--- config.mk ---
export PLATFORM = sky130hd
export DESIGN_NAME = servo_pwm_bank
export DESIGN_NICKNAME = d
export VERILOG_FILES = /design/src/rtl/servo_pwm_bank.sv
export SDC_FILE = /design/constraint.sdc
export NUM_CORES = 1
export LEC_CHECK = 0
export ABC_AREA = 0
export BUFFER_PORTS_ARGS = -buffer_cell sky130_fd_sc_hd__buf_4
export CELL_PAD_IN_SITES_DETAIL_PLACEMENT = 0
export CELL_PAD_IN_SITES_GLOBAL_PLACEMENT = 1
export CORE_MARGIN = 10
export CORE_UTILIZATION = 43
export CTS_CLUSTER_SIZE = 14
export DETAILED_ROUTE_END_ITERATION = 10
export PLACE_DENSITY_LB_ADDON = 0.1
export SLEW_MARGIN = 0
export SYNTH_ARGS = -nofsm -noshare
export SYNTH_HDL_FRONTEND = slang
export SYNTH_SLANG_ARGS = --single-unit
--- constraint.sdc ---
create_clock -name clock -period 3.3 [get_ports clock]
set_clock_uncertainty 0.15 [all_clocks]
set_input_delay 0.165 -clock clock [delete_from_list [all_inputs] [get_ports clock]]
set_output_delay 0.165 -clock clock [all_outputs]
set_load 0.03 [all_outputs]
--- src/rtl/servo_pwm_bank.sv ---
// Multi-channel servo PWM generator with a shared frame period.
// Host writes go to shadow widths and become active at the frame boundary.
module servo_pwm_bank #(
    parameter int unsigned CHANNELS      = 4,
    parameter int unsigned CNT_BITS      = 20,
    parameter int unsigned PERIOD_CYCLES = 1000000,
    parameter int unsigned MIN_PULSE     = 50000,
    parameter int unsigned MAX_PULSE     = 100000,
    parameter int unsigned DEFAULT_PULSE = 75000
) (
    input  logic                clock,
    input  logic                reset,
    input  logic                wr_en,
    input  logic [3:0]          wr_addr,
    input  logic [CNT_BITS-1:0] wr_data,
    input  logic [CHANNELS-1:0] ch_enable,
    output logic [CHANNELS-1:0] servo_out,
    output logic                frame_start,
    output logic                wr_clamped,
    output logic                wr_err
);

    localparam logic [CNT_BITS-1:0] LAST  = CNT_BITS'(PERIOD_CYCLES - 1);
    localparam logic [CNT_BITS-1:0] MIN_W = CNT_BITS'(MIN_PULSE);
    localparam logic [CNT_BITS-1:0] MAX_W = CNT_BITS'(MAX_PULSE);
    localparam logic [CNT_BITS-1:0] DEF_W = CNT_BITS'(DEFAULT_PULSE);
    localparam logic [CNT_BITS-1:0] ONE   = CNT_BITS'(1);
    localparam logic [4:0]          CH_N  = 5'(CHANNELS);

    logic [CNT_BITS-1:0] cnt_q, cnt_d;
    logic                run_q, run_d;
    logic [CNT_BITS-1:0] shadow_q [CHANNELS];
    logic [CNT_BITS-1:0] shadow_d [CHANNELS];
    logic [CNT_BITS-1:0] act_w_q  [CHANNELS];
    logic [CNT_BITS-1:0] act_w_d  [CHANNELS];
    logic [CHANNELS-1:0] act_en_q, act_en_d;
    logic [CHANNELS-1:0] servo_q, servo_d;
    logic                frame_start_q, frame_start_d;
    logic                wr_clamped_q, wr_clamped_d;
    logic                wr_err_q, wr_err_d;

    logic                addr_ok;
    logic                boundary;
    logic                wr_clip;
    logic [CNT_BITS-1:0] wr_val;

    always_comb begin
        addr_ok = {1'b0, wr_addr} < CH_N;
        wr_clip = (wr_data < MIN_W) || (wr_data > MAX_W);
        if (wr_data < MIN_W) begin
            wr_val = MIN_W;
        end else if (wr_data > MAX_W) begin
            wr_val = MAX_W;
        end else begin
            wr_val = wr_data;
        end
    end

    // run_q is low only in the cycle following a reset edge, so the
    // first non-reset edge starts frame cycle 0 without a boundary load.
    always_comb begin
        boundary = run_q && (cnt_q == LAST);
        run_d    = 1'b1;
        if (!run_q || boundary) begin
            cnt_d = '0;
        end else begin
            cnt_d = cnt_q + ONE;
        end

        for (int i = 0; i < CHANNELS; i++) begin
            shadow_d[i] = shadow_q[i];
            if (wr_en && (wr_addr == 4'(i))) begin
                shadow_d[i] = wr_val;
            end
            act_w_d[i] = boundary ? shadow_d[i] : act_w_q[i];
        end

        act_en_d = boundary ? ch_enable : act_en_q;

        // Outputs are computed for the cycle about to start.
        for (int i = 0; i < CHANNELS; i++) begin
            servo_d[i] = act_en_d[i] && (cnt_d < act_w_d[i]);
        end

        frame_start_d = (cnt_d == '0);
        wr_clamped_d  = wr_en && addr_ok && wr_clip;
        wr_err_d      = wr_en && !addr_ok;
    end

    always_ff @(posedge clock) begin
        if (reset) begin
            cnt_q         <= '0;
            run_q         <= 1'b0;
            act_en_q      <= '0;
            servo_q       <= '0;
            frame_start_q <= 1'b0;
            wr_clamped_q  <= 1'b0;
            wr_err_q      <= 1'b0;
            for (int i = 0; i < CHANNELS; i++) begin
                shadow_q[i] <= DEF_W;
                act_w_q[i]  <= DEF_W;
            end
        end else begin
            cnt_q         <= cnt_d;
            run_q         <= run_d;
            act_en_q      <= act_en_d;
            servo_q       <= servo_d;
            frame_start_q <= frame_start_d;
            wr_clamped_q  <= wr_clamped_d;
            wr_err_q      <= wr_err_d;
            for (int i = 0; i < CHANNELS; i++) begin
                shadow_q[i] <= shadow_d[i];
                act_w_q[i]  <= act_w_d[i];
            end
        end
    end

    assign servo_out   = servo_q;
    assign frame_start = frame_start_q;
    assign wr_clamped  = wr_clamped_q;
    assign wr_err      = wr_err_q;

endmodule
# ---- After elaboration in Yosys (flattened, before gate mapping)
# Memories as Yosys holds them, arrays and structs flattened.
# Cells that the tools add are included.
# W data, S select, Z words.
dict set report totals {
  register_bits 32
  latchBits 0
  ram_bits 160
  romBits 0
  inputBits 31
  memories 2
}
dict set report op_classes {
  n_addsub 1
  n_mul 0
  n_div 0
  order_cmp 7
  n_eq_ne 4
  shift 0
  mux 23
  n_bitwise 8
  n_reduce_logical 18
}
# name words width rd rd_ports_with_merged_regs write_ports line
set memory_table {}
lappend memory_table {act_w_q 4 20 4 0 4 34} ;# logic [CNT_BITS-1:0] act_w_q [CHANNELS];
lappend memory_table {shadow_q 4 20 4 0 4 32} ;# logic [CNT_BITS-1:0] shadow_q [CHANNELS];
# cell count
set ops {}
lappend ops {{$mux W20} 19}
lappend ops {{$lt A20 B20 Y1} 4}
lappend ops {{$add A20 B1 Y20 const B} 1}
lappend ops {{$eq A20 B20 Y1 const B} 1}
lappend ops {{$gt A20 B17 Y1 const B} 1}
lappend ops {{$logic_not A20 Y1} 1}
lappend ops {{$lt A20 B16 Y1 const B} 1}
lappend ops {{$logic_and A1 B1 Y1} 12}
lappend ops {{$eq A4 B2 Y1 const B} 2}
lappend ops {{$or A1 B1 Y1} 8}
lappend ops {{$eq A4 B1 Y1 const B} 1}
lappend ops {{$logic_not A4 Y1} 1}
lappend ops {{$lt A4 B3 Y1 const B} 1}
lappend ops {{$mux W4} 1}
lappend ops {{$mux W1} 3}
lappend ops {{$logic_not A1 Y1} 2}
lappend ops {{$logic_or A1 B1 Y1} 2}

# ---- Depth between registers and ports, before layout
dict set report depth {
  depth_word 7
  ltp_mapped 17
  mapped_depth_nobuf 13
}

# ---- Worst setup path after synthesis
# Ideal clock, no wire load.
dict set report synth_timing {
  kind {reg2reg}
  from {register cnt_q[0]}
  to {register servo_q[2], in the netlist servo_out[2]}
  setup_time_ns 0.120
  arrival_ns 3.257
  slack_ns -0.228
  stages_incl_launch_ff 16
  path_cell_list {dfxtp_1 > ha_1 > inv_1 > nor3_2 > and3_1 > buf_2 > buf_4 > clkbuf_1 > o21ai_0 > ha_1 > nand4_1 > or4_1 > nor2_1 > nand3_1 > a311oi_1 > nor2_1}
}
dict set report synth_between {
  elab_chain_len 6
  elab_cells_between_ends 9
}
# element line
set synth_rtl {}
lappend synth_rtl {{start, declared} 30} ;# logic [CNT_BITS-1:0] cnt_q, cnt_d;
lappend synth_rtl {{start signal, assigned} 104} ;# cnt_q <= cnt_d;
lappend synth_rtl {{parallel branches: the longest is 5 deep, another holds $add A20 B1 Y20} --}
lappend synth_rtl {{$logic_and A1 B1 Y1 *} 82} ;# servo_d[i] = act_en_d[i] && (cnt_d < act_w_d[i]);
lappend synth_rtl {{end signal, assigned} 107} ;# servo_q <= servo_d;
lappend synth_rtl {{end, declared} 37} ;# logic [CHANNELS-1:0] servo_q, servo_d;
# Every way passes the cells marked *.
# A chain may end at the register's enable or synchronous reset.

# ---- Worst setup path after layout
dict set report layout_timing {
  from {register cnt_q[6]}
  to {register servo_q[1], in the netlist servo_out[1]}
}
# Same word-level chain as after synthesis.

==> results.py <==
metrics = {
    "place": {
        "dp_slack_ns": -0.737,
        "gp_congestion": 0.866,
        "numPortBuffers": 37,
        "post-dp-hpwl_mm": 24.5,
        "numPlacedInstances": 1629,
        "dpl_cell_area_sq_um": 12000,
    },
    "clock_tree": {
        "clock_sinks": 192,
        "clk_path_buf_depth": 2,
        "cts_buffers": 17,
        "insertion_delay_ns": 0.45,
        "clk_pin_slew_worst_paths_ns": 0.08,
        "h-tree-depth": 4,
        "cts_tree": "built",
        "cts-root-buf": "clkbuf_16",
    },
    "sta": {
        "worst_pin_slew_ns": 0.776,
        "setup_violations": 4,
        "fmax_mhz": 277,
        "period_needed_ns": 3.61,
        "drv_slew": 0,
        "setup_tns_ns": -1.01,
        "whs_ns": 0.0270,
        "relSlewSlack_pct": 48.3,
        "hold_viol": 0,
        "rsz0062_at_grt": "true",
        "period_share_pct": 109,
        "fin_ws_ns": -0.311,
    },
    "synthesis": {
        "synth_seq_cells": 192,
        "synth_edf_count": 0,
        "yosysWarnings": 0,
        "syn-cell-area_sq_um": 9740,
        "synth_fp_nets": 1242,
        "netlist_instances": 1134,
        "async_reset_ff_share_pct": 0,
        "synth-seq-area-share_pct": 39.5,
        "synth_flop_cell": "dfxtp_1",
        "ys_types": 74,
        "synth_area_per_cell_sq_um": 8.59,
    },
    "worst_setup_path": {
        "crit_slowest_cell": "a311o_1",
        "end_kind": "register",
        "critPathLaunchType": "register",
        "path_class": "register to register",
        "path_cells": "nor4b_4, and4_4, and3_4, buf_12, buf_8, buf_12, o21ai_2, ha_1, and3_4, buf_4, nand4_1, nor3_4, nand3_1, a311o_1, and3_1",
        "critPathMaxStageDelay_ns": 0.35,
        "cp.required_ns": 3.48,
        "worst_ep_arrival_time_ns": 3.79,
        "reg2reg_depth": 15,
        "worstPathMaxFanout": 6,
    },
    "cells_and_area": {
        "areaGrowthSynthToFinish_pct": 40.9,
        "diodes": 0,
        "instances_no_fill": 1714,
        "fillers": 2039,
        "fin_area_sq_um": 13700,
        "drive_gt1_share_pct": 33.4,
        "finish.utilization_pct": 61.2,
        "nNetsFinal": 1524,
        "register_area_sq_um": 3860,
        "multi_input_area_sq_um": 5990,
    },
    "die": {
        "rows": 55,
        "num_io_pins": 38,
        "die_x_microns": 171,
        "coreArea_sq_um": 22400,
        "die_h_microns": 171,
        "start_util_pct": 43.4,
        "dieArea_sq_um": 29100,
    },
    "global_routing": {
        "grt_pass1_wl_mm": 51.6,
        "antenna_found_initial": 0,
        "grt_usage_pct": 22.9,
        "use_met2_pct": 37.0,
        "grt_overflow": 0,
        "grt_util_met3_pct": 2.95,
        "met1_usage_pct": 31.3,
        "grt_busiest_layer": "met2",
        "grt_pass1_vias": 8941,
        "grt_max_degree": 72,
    },
    "power_and_ir_drop": {
        "ir_worst_vdd_mv": 0.270,
        "p_leak_nw": 5.96,
        "p_per_area_nw_per_um2": 346,
        "finalPower_mw": 4.75,
    },
    "drt": {
        "drc": 0,
        "vias": 9541,
        "postRouteAntennaNets": 0,
        "routedWlPerCell_microns": 19.6,
        "drt_first_pass_iters": 5,
        "vias_per_cell": 5.57,
        "first_iter_violations": 741,
        "drt-total-wl_mm": 33.6,
    },
    "status": {
        "failed_checks": "setup timing",
        "status": "finished with violations",
    },
    "hold_path": {
        "hold_path_class": "input pin to register",
        "whs_path_depth": 4,
    },
    "job": {
        "cap_violations": 0,
    },
}
[final timing paths]
path | startpoint | endpoint | slack, ns
max | cnt_q[6]$_SDFF_PP0_ | servo_out[1]$_SDFF_PP0_ | -0.31
min | wr_data[3] | shadow_q[1][3]$_SDFF_PP1_ | 0.03
max reg2reg | cnt_q[6]$_SDFF_PP0_ | servo_out[1]$_SDFF_PP0_ | -0.31
min reg2reg | shadow_q[2][11]$_SDFF_PP0_ | shadow_q[2][11]$_SDFF_PP0_ | 0.32
[flip-flops by register name (all words and copies together), names as in the netlist]
register	cells
act_en_q	4
act_w_q	80
cnt_q	20
frame_start	1
run_q	1
servo_out	4
shadow_q	80
wr_clamped	1
wr_err	1
[cells in the final DEF, fill, tap and decap left out, drive strengths merged, types with 20 or more instances in the layout]
master and instances:
a21oi 66, and2 29, and3 40, buf 333
dfxtp 192, ha 77, inv 20, mux2i 21
nand2 104, nand3 42, nand4 33, nor2 134
nor3 20, o211ai 25, o21ai 59
[report_power, final]
part | switching (mW) | internal (mW)
registers | 0.00514 | 2.33
logic | 0.171 | 0.126
clock network | 1.08 | 1.04
[cell type report]
| class | count | area share [%] |
|---|---|---|
| Timing Repair Buffer | 343 | 20.9 |
| Multi-Input combinational cell | 848 | 43.6 |
| Sequential cell | 192 | 28.1 |
| Tap cell | 285 | 2.60 |
| Inverter | 14 | 0.383 |
| Clock inverter | 14 | 1.18 |
| Clock buffer | 18 | 3.20 |
[cell families after synthesis]
group	after synthesis	synth area share, %
AOI/OAI and AO/OA	260	17.6
xor gates and xnor gates	19	1.71
adders and majority gates	77	9.89
buffers and inverters	94	4.60
DFF	192	39.5
muxes	21	2.16
and+or+nand+nor	471	24.6
[critical path: cells and delay by family, from the launching register on]
kind	cells	cell delay, ns
AOI/OAI and AO/OA	2	0.42
adders and majority gates	1	0.29
buffers and inverters	4	0.47
DFF	1	0.34
and+or+nand+nor	8	1.82
[layer usage]
layer	routed length [microns]	part of all wire, %
met1	15600	46
met2	15900	47
met3	1680	5.0
met4	456	1.4
met5	0	0
[synth_stat cells (5+ instances only)]
library cell | number | area [sq um]
buf_2 | 9 | 45.0
and3_1 | 40 | 250
xor2_1 | 10 | 87.6
clkbuf_1 | 48 | 180
ha_1 | 77 | 963
a211oi_1 | 5 | 37.5
nor3_1 | 19 | 95.1
inv_1 | 13 | 48.8
or2_2 | 10 | 62.6
mux2i_1 | 21 | 210
o311ai_0 | 12 | 105
o211ai_1 | 25 | 188
nor2b_1 | 7 | 43.8
buf_1 | 5 | 18.8
nor4_1 | 7 | 43.8
a21o_1 | 18 | 135
nand2_1 | 104 | 390
a21oi_1 | 65 | 325
a31oi_1 | 19 | 119
and2_1 | 25 | 156
buf_4 | 12 | 90.1
dfxtp_1 | 192 | 3840
o21ai_0 | 56 | 280
a31o_2 | 8 | 70.1
nor2_1 | 133 | 499
nor3b_1 | 15 | 113
nand2b_1 | 10 | 62.6
nand3_1 | 41 | 205
buf_6 | 5 | 56.3
xnor2_1 | 9 | 78.8
a211o_1 | 8 | 70.1
nand4_1 | 31 | 194
[what timing repair did]
action                                  in CTS  in global routing
resized for setup                           56                 83
cloned                                       1                  1
pin swaps                                   19                 41
hold buffers                                 9                  0
endpoints found under the setup margin       4                  4
hold endpoints to repair                    12                  0
buffers inserted                            16                 28
No activity file was read; power rests on OpenSTA's default activity.
